==> src/rtl/pr_int_ctrl.sv <==
// Processor-bus interrupt controller: syncs NSRC device lines into PENDING, gates by MASK, drives HWInt[7:2].
// Latency: IrqIn -> PENDING in 2 Clk edges after sampling, HWInt one edge after PENDING/MASK update.
// Backpressure: none; single-cycle write strobe, combinational read. Option macro: PR_INT_CTRL_EDGE_EN.
module pr_int_ctrl #(
  parameter int          NSRC      = 6,
  parameter logic [31:0] BASE_ADDR = 32'h0000_7F20
) (
  input  logic             Clk,
  input  logic             Rst,
  input  logic [31:0]      PrAddr,
  input  logic [31:0]      PrWData,
  input  logic [3:0]       PrMask,
  input  logic             PrWrite,
  output logic [31:0]      PrRData,
  input  logic [NSRC-1:0]  IrqIn,
  output logic [5:0]       HWInt
);

  // Sources live in bits [NSRC-1:0] of 6-bit vectors; everything above is forced to 0.
  localparam logic [6:0] ONE7      = 7'd1;
  localparam logic [5:0] SRC_VALID = 6'((ONE7 << NSRC) - ONE7);

  localparam logic [1:0] SEL_MASK    = 2'd0;
  localparam logic [1:0] SEL_PENDING = 2'd1;
  localparam logic [1:0] SEL_RAW     = 2'd2;
  localparam logic [1:0] SEL_STATUS  = 2'd3;

  logic [5:0] irq_ext;
  logic [5:0] s1_q, s1_d;
  logic [5:0] s2_q, s2_d;
  logic [5:0] mask_q, mask_d;
  logic [5:0] pend_q, pend_d;
  logic [5:0] hwint_q, hwint_d;
  logic [5:0] set_vec;
  logic [5:0] active;
  logic [2:0] top_idx;
  logic       any_active;
  logic       hit;
  logic [1:0] sel;
  logic       wr_en;
  logic [31:0] status_word;

  // Address low bits, upper write-data bits and upper byte enables carry no meaning here.
  logic unused_bits;
  assign unused_bits = ^{PrAddr[1:0], PrWData[31:6], PrMask[3:1]};

  // Widen the raw lines to 6 bits with the unused sources held low.
  always_comb begin
    irq_ext            = '0;
    irq_ext[NSRC-1:0]  = IrqIn;
  end

  assign hit   = (PrAddr[31:4] == BASE_ADDR[31:4]);
  assign sel   = PrAddr[3:2];
  assign wr_en = PrWrite && hit && PrMask[0];

`ifdef PR_INT_CTRL_EDGE_EN
  logic [5:0] s3_q, s3_d;

  // Edge mode: a third stage remembers the previous synchronised level.
  always_comb begin
    s3_d    = s2_q;
    set_vec = s2_q & ~s3_q & SRC_VALID;
  end

  // Edge-detect history flop.
  always_ff @(posedge Clk or posedge Rst) begin
    if (Rst) begin
      s3_q <= '0;
    end else begin
      s3_q <= s3_d;
    end
  end
`else
  // Level mode: a high synchronised line re-asserts its pending bit every cycle.
  always_comb begin
    set_vec = s2_q & SRC_VALID;
  end
`endif

  // Next-state for synchroniser, MASK, PENDING and the registered HWInt image.
  always_comb begin
    s1_d    = irq_ext;
    s2_d    = s1_q;
    mask_d  = mask_q;
    pend_d  = pend_q;
    hwint_d = pend_q & mask_q;
    if (wr_en && (sel == SEL_MASK)) begin
      mask_d = PrWData[5:0] & SRC_VALID;
    end
    if (wr_en && (sel == SEL_PENDING)) begin
      pend_d = pend_q & ~PrWData[5:0];
    end
    // Applied after the W1C so a same-cycle set keeps the bit high.
    pend_d = (pend_d | set_vec) & SRC_VALID;
  end

  // State registers; reset wins over any in-flight write.
  always_ff @(posedge Clk or posedge Rst) begin
    if (Rst) begin
      s1_q    <= '0;
      s2_q    <= '0;
      mask_q  <= '0;
      pend_q  <= '0;
      hwint_q <= '0;
    end else begin
      s1_q    <= s1_d;
      s2_q    <= s2_d;
      mask_q  <= mask_d;
      pend_q  <= pend_d;
      hwint_q <= hwint_d;
    end
  end

  assign HWInt = hwint_q;

  // Highest-index active source wins; 7 means nothing is active.
  always_comb begin
    active     = pend_q & mask_q;
    top_idx    = 3'd7;
    any_active = 1'b0;
    for (int i = 0; i < 6; i++) begin
      if (active[i]) begin
        top_idx    = 3'(i);
        any_active = 1'b1;
      end
    end
    status_word = {16'h0, any_active, 4'h0, top_idx, 2'b00, active};
  end

  // Read mux: side-effect free, zero outside the window.
  always_comb begin
    PrRData = 32'h0;
    if (hit) begin
      case (sel)
        SEL_MASK:    PrRData = {26'h0, mask_q};
        SEL_PENDING: PrRData = {26'h0, pend_q};
        SEL_RAW:     PrRData = {26'h0, s2_q};
        SEL_STATUS:  PrRData = status_word;
        default:     PrRData = 32'h0;
      endcase
    end
  end

endmodule

==> config.mk <==
export PLATFORM = sky130hd
export DESIGN_NAME = pr_int_ctrl
export DESIGN_NICKNAME = d
export VERILOG_FILES = /design/src/rtl/pr_int_ctrl.sv
export SDC_FILE = /design/constraint.sdc
export NUM_CORES = 1
export LEC_CHECK = 0
export CORE_UTILIZATION = 59
export CTS_CLUSTER_DIAMETER = 60
export CTS_CLUSTER_SIZE = 28
export DETAILED_ROUTE_END_ITERATION = 10
export DONT_BUFFER_PORTS = 1
export MAX_ROUTING_LAYER = met4
export PLACE_DENSITY = 0.76
export SLEW_MARGIN = 20
export SYNTH_ARGS = -nofsm -noshare
export SYNTH_HDL_FRONTEND = slang
export SYNTH_SLANG_ARGS = --single-unit
==> constraint.sdc <==
create_clock -name Clk -period 3.5 [get_ports Clk]
set_input_delay 0.7 -clock Clk [delete_from_list [all_inputs] [get_ports Clk]]
set_output_delay 0.7 -clock Clk [all_outputs]
set_load 0.005 [all_outputs]
==> results by group, run 1 <==
Status
  • Outcome: finished, final reports clean

Logic synthesis
  • Syn avg cell area: 10.9 um^2
  • Area share of and/or/nand/nor cells after synthesis: 0.194
  • Synth Area in Compound Gates: 0.0977
  • Synth top area share: 0.501
  • Post-Syn Area: 1500 um^2
  • Cell taking the most area after synthesis: dfrtp_1
  • Sequential share of the synthesized area: 0.501
  • EDFF count, synth: 0
  • Cell count after synthesis: 138
  • Top post-synthesis cells by area: dfrtp_1 (50%), buf_4 (11%), mux2_2 (4.5%)
  • Ys async rst share: 1.00
  • Cell variety after synth: 33
  • Seq cells post-synth: 30
  • Largest family of logic cells by synthesized area: simple AND/OR/NAND/NOR gates
  • Multiplexer share of the synthesized area: 0.0518
  • Top FF cell, synth: dfrtp_1
  • Adder-Cell Fraction of Synth Area: 0
  • Post-Synth XOR/XNOR Area: 0.00584
  • Yosys warns: 0

GRT
  • Largest net degree at the start of global routing: 31
  • Grt total ovfl: 0
  • GRT Resource Usage Total: 0.221
  • Antenna violations before repair: 0
  • Number of global-route vias before repair: 910
  • First-pass GRT wire length: 4050 um

Detailed routing
  • DR vias/cell: 5.60
  • Routed wire length per instance: 15.0 um
  • Via Count: 964
  • DRT Wirelength: 2580 um
  • # DRC: 0
  • ANT nets after route: 0
  • First-pass DRT Iterations: 4
  • Initial DRC Count: 13

Timing
  • TNS Setup: 0 ns
  • RSZ-0062 raised after global routing: false
  • Part of the cycle the worst path needs: 0.829
  • Slew Limit Fails: 0
  • Clk_skew: 0.00702 ns
  • Final setup margin: 0.598 ns
  • Achievable frequency: 0.345 GHz
  • Final hold slack: 0.311 ns
  • Slew of the pin with the lowest slew margin: 0.593 ns
  • Final hold violations: 0
  • Slew margin rel.: 0.604
  • Setup-failing EPs final: 0
  • Fin crit period: 2.90 ns

Finish
  • Sequential Area: 751 um^2
  • Area Growth Syn to Fin: 3.51%
  • # fillers: 189
  • Nets: 220
  • Multi-input gate area: 606 um^2
  • Fin util: 0.675
  • Share of post-route cells with drive strength above 1: 0.167
  • N_diodes: 0

Clock network
  • CTS Buffer Depth: 2
  • CTS tree: built
  • Clock sinks: 30
  • Hold-fix buffers at CTS: 0
  • TritonCTS buffer count: 5
  • CTS H-tree depth: 2
  • Root Buffer: clkbuf_4
  • Clock slew at reported path FFs: 0.09 ns
  • Post-CTS sizing: 0
  • Clock Latency Late Sink: 0.33 ns
  • Setup bufs post-CTS: 0

Worst hold path
  • Min-Delay Path Class: primary input to asynchronous set/reset pin

Critical path
  • Reg-to-reg slack, setup: 2.71 ns
  • RR Endpoint: mask_q[0]$_DFFE_PP0P_
  • CP Class: primary input to output port
  • CP required: 2.80 ns
  • CP endpoint kind: output port
  • CP arrival: 2.20 ns
  • Crit Path Max Fanout: 10
  • Worst R2R Path Depth: 1
  • Startpoint Class: primary input
  • FF-to-FF Start: mask_q[0]$_DFFE_PP0P_

Power
  • Power density over cell area: 481 nW/um^2
  • VDD IR max: 452 uV
  • Leak: 0.000739 uW

Placed design
  • DP Worst Slack: 0.592 ns
  • RD Place Congestion: 0.768
  • PortBufs: 0
  • Placed wire-length estimate: 1980 um

Floorplanning
  • Core area: 2300 um^2
  • Die area: 2750 um^2
  • Starting density of the core: 0.653
  • Height of the chip: 52.4 um
  • Chip width: 52.4 um
  • Top-level port count: 115
  • Num rows: 17

Run
  • Number of max-cap violations: 0
==> routing by layer <==
metal  up-vias  global-route usage  wire length (um)
met4         0              0.0702                21
met3         3               0.125               283
li1        447                   -                 -
met1       458               0.241              1030
met2        56               0.342              1250
met5         -                   -                 0
==> cells by family (layout without fill, tap and decap cells) <==
family	count (synthesis)	after routing
and+or+nand+nor	46	46
DFF	30	30
xor gates and xnor gates	1	1
muxes	7	7
buffers and inverters	35	20
AOI/OAI and AO/OA	18	18
other	1	22
==> layout make-up <==
type	instances	area share
flip-flops and latches	30	0.484
multi-input cells	94	0.390
clock inverters	2	0.0387
clock buffers	6	0.0331
inverters	11	0.0266
well taps	28	0.0226
repair buffers	1	0.00484
==> cell usage in the layout, fill, tap and decap left out, drive strengths merged, types with 4 or more instances in the layout <==
cell and instances:
clkbuf 6, nor2b 6, o22ai 5, mux2 6, conb 22, a31oi 7
nor3 7, nor2 8, nand2 8, dfrtp 30, nor4 4, inv 11
==> sequential cells by signal, indices dropped and copies added (netlist names) <==
name and cells:
HWInt 6, mask_q 6, pend_q 6, s1_q 6, s2_q 6
==> worst max path at each step <==
stage	start	to	depth (start not counted)
3_3_place_gp	PrAddr[27]	PrRData[9]	3
2_1_floorplan	PrAddr[27]	PrRData[9]	4
6_report	PrAddr[17]	PrRData[9]	4
4_1_cts	PrAddr[17]	PrRData[9]	4
3_5_place_dp	PrAddr[17]	PrRData[9]	4
5_1_grt	PrAddr[17]	PrRData[9]	4
==> where the power goes <==
part / internal [uW] / switching, uW / total [uW]
clock network: 242 / 119 / 360
registers: 353 / 3.82 / 357
logic: 9.12 / 19.9 / 29.0
total: 604 / 142 / 747
==> critical path: stages <==
cell	delay (ns)
nor4b_2	0.28
nand4_2	0.19
or3_1	0.61
a2111oi_4	0.42
==> stage by stage <==
stage / power, uW / cell area [um^2] / cells
2_1_floorplan: 407 / 1580 / 159
6_report: 747 / 1550 / 172
4_1_cts: 753 / 1550 / 172
5_1_grt: 778 / 1550 / 172
3_5_place_dp: 393 / 1440 / 164
3_3_place_gp: 391 / 1440 / 164
==> synth_stat cells (2+ instances only) <==
cell type / n
o22ai_1: 5
nor2b_1: 6
inv_1: 11
buf_4: 22
mux2_2: 6
a31oi_1: 7
dfrtp_1: 30
and2_1: 2
nand3_1: 2
nor4_1: 3
and4bb_2: 2
nor2_1: 8
nand2_1: 8
nor3_1: 7
Note: power is estimated with default switching activity, not from simulation.
==> run 2, diff against run 1 <==
--- a/config.mk
+++ b/config.mk
@@ -5,13 +5,13 @@
 export SDC_FILE = /design/constraint.sdc
 export NUM_CORES = 1
 export LEC_CHECK = 0
-export CORE_UTILIZATION = 59
+export CORE_UTILIZATION = 55
 export CTS_CLUSTER_DIAMETER = 60
 export CTS_CLUSTER_SIZE = 28
 export DETAILED_ROUTE_END_ITERATION = 10
 export DONT_BUFFER_PORTS = 1
 export MAX_ROUTING_LAYER = met4
-export PLACE_DENSITY = 0.76
+export PLACE_DENSITY = 0.74
 export SLEW_MARGIN = 20
 export SYNTH_ARGS = -nofsm -noshare
 export SYNTH_HDL_FRONTEND = slang
==> constraint.sdc (replaced) <==
create_clock -name Clk -period 2.5 [get_ports Clk]
set_input_delay 0.5 -clock Clk [delete_from_list [all_inputs] [get_ports Clk]]
set_output_delay 0.5 -clock Clk [all_outputs]
set_load 0.005 [all_outputs]
==> run 2 against run 1 <==
Compared with the run above: power rose by 6.0%; global-route usage fell by 0.66 points; core utilization shrank 7.1 points; flip-flop and latch count unchanged; sequential share of layout area grew 0.83 points; largest cell class unchanged; final cell count increased by 2.9%; non-clock buffer count increased by 4; wire length shrank 0.27%; critical path depth fell by 1; combinational power grew 46%; sequential power rose by 40%.
==> results by group, run 2 (synthesis results as in run 1) <==
Floorplanning
  • Chip width: 54.2 um (+3.4%)
  • Top-level port count: 115 (unchanged)
  • Die area: 2940 um^2 (+7.0%)
  • Num rows: 18 (+1)
  • Core area: 2520 um^2 (+9.8%)
  • Height of the chip: 54.2 um (+3.4%)
  • Starting density of the core: 0.594 (-0.0583)

Run
  • Number of max-cap violations: 0 (unchanged)

Critical path
  • Startpoint Class: primary input
  • CP Cell Sequence: or4_4 > or3_4 > a2111oi_4
  • CP Class: primary input to output port
  • Worst Path Buf+Inv: 0 (unchanged)
  • CP required: 2.00 ns (-0.80 ns)
  • CP endpoint kind: output port
  • Crit Path Max Fanout: 10 (unchanged)
  • CP delay by family, top: simple AND/OR/NAND/NOR gates
  • CP arrival: 1.83 ns (-0.37 ns)
  • FF-to-FF Start: mask_q[0]$_DFFE_PP0P_
  • Max stage delay cell, worst path: or4_4
  • Slowest stage delay, CP: 0.52 ns (-0.09 ns)
  • Crit. Startpoint: PrAddr[27]

Timing
  • TNS Setup: 0 ns (unchanged)
  • Setup-failing EPs final: 0 (unchanged)
  • RSZ-0062 raised after global routing: false
  • Slew of the pin with the lowest slew margin: 0.491 ns (-0.101 ns)
  • Achievable frequency: 0.429 GHz
  • Slew margin rel.: 0.670 (+0.0657)
  • Fin crit period: 2.33 ns
  • Part of the cycle the worst path needs: 0.933
  • Slew Limit Fails: 0 (unchanged)
  • Clk_skew: 0.0118 ns (+0.00481 ns)
  • Final hold violations: 0 (unchanged)

Clock network
  • Clock slew at reported path FFs: 0.09 ns (about the same)
  • Post-CTS sizing: 0 (unchanged)
  • CTS tree: built
  • Clock sinks: 30 (unchanged)
  • TritonCTS buffer count: 5 (unchanged)
  • Clock Latency Late Sink: 0.31 ns (-0.02 ns)
  • CTS H-tree depth: 2 (unchanged)
  • CTS Buffer Depth: 2 (unchanged)
  • Root Buffer: clkbuf_4
  • Hold-fix buffers at CTS: 0 (unchanged)
  • Setup bufs post-CTS: 0 (unchanged)

GRT
  • Antenna violations before repair: 0 (unchanged)
  • GRT Resource Usage Total: 0.214 (-0.00660)
  • Number of global-route vias before repair: 921 (+1.2%)
  • Largest net degree at the start of global routing: 31 (unchanged)
  • Grt total ovfl: 0 (unchanged)
  • First-pass GRT wire length: 4170 um (+2.9%)

Finish
  • Share of post-route cells with drive strength above 1: 0.184 (+0.0170)
  • Multi-input gate area: 611 um^2 (+0.83%)
  • N_diodes: 0 (unchanged)
  • Post-route insts no fill: 177 (+2.9%)
  • Most frequent cells in the layout: dfrtp_1 (30), conb_1 (22), inv_1 (11)
  • Area Growth Syn to Fin: 1.75%
  • Nets: 224 (+1.8%)
  • # fillers: 217 (+15%)
  • Most common cell after layout, fill and taps aside: dfrtp_1
  • Sequential Area: 751 um^2 (unchanged)
  • Post-route cell area: 1530 um^2 (-1.7%)

Placed design
  • DP Area: 1470 um^2 (+2.3%)
  • Dpl cells: 170 (+3.7%)
  • PortBufs: 0 (unchanged)
  • Placed wire-length estimate: 2020 um (+2.2%)
  • RD Place Congestion: 0.762 (-0.83%)

Power
  • VDD IR max: 383 uV (-15%)
  • Leak: 0.000732 uW (-1.0%)
  • Power density over cell area: 519 nW/um^2 (+7.8%)

Worst hold path
  • Min-Delay Path Class: primary input to asynchronous set/reset pin

Detailed routing
  • Initial DRC Count: 14 (+1)
  • ANT nets after route: 0 (unchanged)
  • Routed wire length per instance: 14.5 um (-3.1%)
  • Via Count: 981 (+1.8%)
  • First-pass DRT Iterations: 4 (unchanged)
  • DR vias/cell: 5.54 (-1.1%)
  • # DRC: 0 (unchanged)
  • DRT Wirelength: 2570 um (-0.27%)

Status
  • Outcome: finished, final reports clean
## run 2: final timing paths
kind | end | slack [ns] | depth (start not counted)
min | s1_q[4]$_DFF_PP0_ | 0.12 | 2
min in group Clk | s1_q[1]$_DFF_PP0_ | 0.20 | 0
max in group asynchronous | pend_q[1]$_DFF_PP0_ | 2.09 | 2
max reg2reg | mask_q[0]$_DFFE_PP0P_ | 1.70 | 1
max | PrRData[9] | 0.17 | 3
min reg2reg | s2_q[0]$_DFF_PP0_ | 0.36 | 0
## run 2: report_power, final
part / switching (uW) / leakage, uW / internal [uW] / total [uW]
clock network: 148 / 0.0000308 / 101 / 248
logic: 28.1 / 0.000341 / 14.3 / 42.4
registers: 5.86 / 0.000360 / 495 / 500
total: 182 / 0.000732 / 610 / 791
## run 2: per-stage QoR
stage	util	hold slack [ns]	setup slack [ns]	power, uW
6_report	0.605	0.125	0.168	791
5_1_grt	0.605	0.145	0.104	834
4_1_cts	0.603	0.130	0.0190	802
3_5_place_dp	0.584	0.339	0.0173	552
3_3_place_gp	0.584	0.331	0.0653	550
2_1_floorplan	-	0.331	0.168	570
## run 2: area by class of cell
| type | count | share of cell area |
|---|---|---|
| clock inverter | 2 | 0.00656 |
| tap | 30 | 0.0246 |
| clock buffer | 5 | 0.0246 |
| inverter | 11 | 0.0271 |
| multi-input combinational | 94 | 0.400 |
| sequential | 30 | 0.492 |
| timing repair buffer | 5 | 0.0246 |
## run 2: layer usage
layer  GRT usage  part of all wire  up-vias
met4      0.0940            0.0074        0
met1       0.233              0.37      465
met3       0.107              0.12        2
met5           -                 0        -
li1            -                 -      454
met2       0.327              0.51       60
==> run 3, diff against run 2 <==
--- a/config.mk
+++ b/config.mk
@@ -10,8 +10,9 @@
 export CTS_CLUSTER_SIZE = 28
 export DETAILED_ROUTE_END_ITERATION = 10
 export DONT_BUFFER_PORTS = 1
+export GPL_ROUTABILITY_DRIVEN = 1
 export MAX_ROUTING_LAYER = met4
-export PLACE_DENSITY = 0.74
+export PLACE_DENSITY_LB_ADDON = 0.2
 export SLEW_MARGIN = 20
 export SYNTH_ARGS = -nofsm -noshare
 export SYNTH_HDL_FRONTEND = slang
==> run 3 against run 2 <==
Compared with the run above: via count down 1.2%; worst hold slack worse by 0.0089 ns; final area up 1.2%; non-clock buffer count up 1; highest routed layer unchanged; largest power group unchanged; first-iteration DRC count up 29%; combinational power about the same; global-route usage down 0.45 points; critical path type unchanged; worst setup slack worse by 0.058 ns; clock-buffer cell count up 1; sequential share of layout area down 0.60 points; clock skew down 0.0055 ns.
==> results by group, run 3 (synthesis results as in run 1) <==
Critical path
  • Worst Path Buf+Inv: 1 (+1)
  • Worst R2R Path Depth: 1 (unchanged)
  • CP Class: primary input to output port
  • CP delay by family, top: simple AND/OR/NAND/NOR gates
  • CP Cell Sequence: or4_4 > or3_1 > buf_4 > a2111oi_4
  • End point of the critical path: PrRData[9]
  • Crit Path Max Fanout: 10 (unchanged)
  • RR Endpoint: mask_q[0]$_DFFE_PP0P_
  • CP endpoint kind: output port
  • FF-to-FF Start: mask_q[0]$_DFFE_PP0P_
  • CP required: 2.00 ns (about the same)
  • WP depth: 4 (+1)
  • Max stage delay cell, worst path: or4_4
  • Slowest stage delay, CP: 0.51 ns (about the same)
  • Startpoint Class: primary input
  • Reg-to-reg slack, setup: 1.71 ns (about the same)
  • Crit. Startpoint: PrAddr[27]
  • CP arrival: 1.89 ns (+0.06 ns)

Timing
  • Final hold slack: 0.116 ns (-0.00886 ns)
  • Achievable frequency: 0.418 GHz (-2.4%)
  • Fin crit period: 2.39 ns (+0.0579 ns)
  • Clk_skew: 0.00632 ns (-0.00551 ns)
  • Final hold violations: 0 (unchanged)
  • RSZ-0062 raised after global routing: false
  • Slew Limit Fails: 0 (unchanged)
  • TNS Setup: 0 ns (unchanged)
  • Setup-failing EPs final: 0 (unchanged)
  • Part of the cycle the worst path needs: 0.956 (+0.0232)

GRT
  • GRT Resource Usage Total: 0.210 (-0.00453)
  • Number of global-route vias before repair: 925 (+0.43%)
  • Antenna violations before repair: 0 (unchanged)
  • Largest net degree at the start of global routing: 31 (unchanged)
  • Grt total ovfl: 0 (unchanged)
  • First-pass GRT wire length: 4100 um (-1.7%)

Power
  • Gate power share: 0.051 (-0.003)
  • Total power: 838 uW (+5.9%)
  • Leak: 0.000738 uW (+0.81%)
  • Clock power share: 0.353 (+0.039)
  • Internal power: 644 uW (+5.6%)
  • Sequential share of power: 0.597 (-0.035)
  • Switch share: 0.231 (+0.00192)
  • VDD IR max: 520 uV (+36%)
  • Net Switching: 194 uW (+6.8%)
  • Power density over cell area: 543 nW/um^2 (+4.6%)

Detailed routing
  • Via Count: 969 (-1.2%)
  • ANT nets after route: 0 (unchanged)
  • DR vias/cell: 5.41 (-2.3%)
  • DRT Wirelength: 2570 um (-0.23%)
  • # DRC: 0 (unchanged)
  • Routed wire length per instance: 14.3 um (-1.3%)
  • First-pass DRT Iterations: 4 (unchanged)
  • Initial DRC Count: 18 (+4)

Clock network
  • CTS Buffer Depth: 2 (unchanged)
  • CTS H-tree depth: 2 (unchanged)
  • CTS tree: built
  • Hold-fix buffers at CTS: 0 (unchanged)
  • Post-CTS sizing: 0 (unchanged)
  • Root Buffer: clkbuf_4
  • Clock sinks: 30 (unchanged)
  • TritonCTS buffer count: 5 (unchanged)
  • Setup bufs post-CTS: 0 (unchanged)
  • Clock slew at reported path FFs: 0.09 ns (about the same)
  • Clock Latency Late Sink: 0.32 ns (about the same)

Worst hold path
  • Min-Delay Path Class: primary input to asynchronous set/reset pin

Floorplanning
  • Starting density of the core: 0.594 (unchanged)
  • Core area: 2520 um^2 (unchanged)
  • Height of the chip: 54.2 um (unchanged)
  • Chip width: 54.2 um (unchanged)
  • Die area: 2940 um^2 (unchanged)
  • Num rows: 18 (unchanged)
  • Top-level port count: 115 (unchanged)

Placed design
  • Placed wire-length estimate: 2000 um (-1.4%)
  • PortBufs: 0 (unchanged)
  • RD Place Congestion: 0.759 (-0.37%)

Finish
  • Most frequent cells in the layout: dfrtp_1 (30), conb_1 (22), inv_1 (11)
  • Area Growth Syn to Fin: 3.00%
  • Most common cell after layout, fill and taps aside: dfrtp_1
  • Share of post-route cells with drive strength above 1: 0.188 (+0.00425)
  • N_diodes: 0 (unchanged)
  • Nets: 225 (+0.45%)

Status
  • Outcome: finished, final reports clean

Run
  • Number of max-cap violations: 0 (unchanged)
==> run 3: cell types whose count changed in the layout (fill, tap and decap cells not counted), sizes merged <==
cell      before  now
buf            5    6
clkinvlp       0    1
clkinv         2    1
clkbuf         5    6
==> run 3: final cells by class <==
type,count,area (um^2)
clock buffer,6,51.3
clock inverter,2,12.5
fill,221,978
inverter,11,41.3
multi-input combinational,94,606
sequential,30,751
tap,30,37.5
timing repair buffer,6,45.0
==> run 3: power by group through the flow <==
stage | registers [uW] | logic, uW | clock network (uW)
after CTS | 500 | 42.6 | 312
after global routing | 501 | 51.1 | 327
after detailed placement | 509 | 42.5 | 0
after floorplan | 508 | 62.2 | 0
final | 500 | 42.7 | 295
after global placement | 509 | 41.3 | 0
==> run 3: worst min-delay path by stage <==
stage / startpoint / cells after the start / to / slack (ns)
2_1_floorplan: s1_q[0]$_DFF_PP0_ / 0 / s2_q[0]$_DFF_PP0_ / 0.33
3_3_place_gp: s1_q[3]$_DFF_PP0_ / 0 / s2_q[3]$_DFF_PP0_ / 0.33
3_5_place_dp: s1_q[2]$_DFF_PP0_ / 0 / s2_q[2]$_DFF_PP0_ / 0.34
4_1_cts: Rst / 2 / s1_q[5]$_DFF_PP0_ / 0.11
5_1_grt: Rst / 2 / s1_q[1]$_DFF_PP0_ / 0.13
6_report: Rst / 2 / s1_q[5]$_DFF_PP0_ / 0.12
==> run 3: stage by stage <==
stage / instance area [um^2] / cells / utilization / worst slack [ns]
2_1_floorplan: 1580 / 159 / - / 0.168
3_3_place_gp: 1480 / 171 / 0.587 / 0.142
3_5_place_dp: 1480 / 171 / 0.587 / 0.104
4_1_cts: 1540 / 179 / 0.612 / 0.107
5_1_grt: 1540 / 179 / 0.612 / 0.0733
6_report: 1540 / 179 / 0.612 / 0.110
==> run 3: routing by layer <==
metal | part of all wire | GRT usage
met4 | 0.0082 | 0.0470
met1 | 0.40 | 0.234
met3 | 0.097 | 0.119
met5 | 0 | -
met2 | 0.49 | 0.325
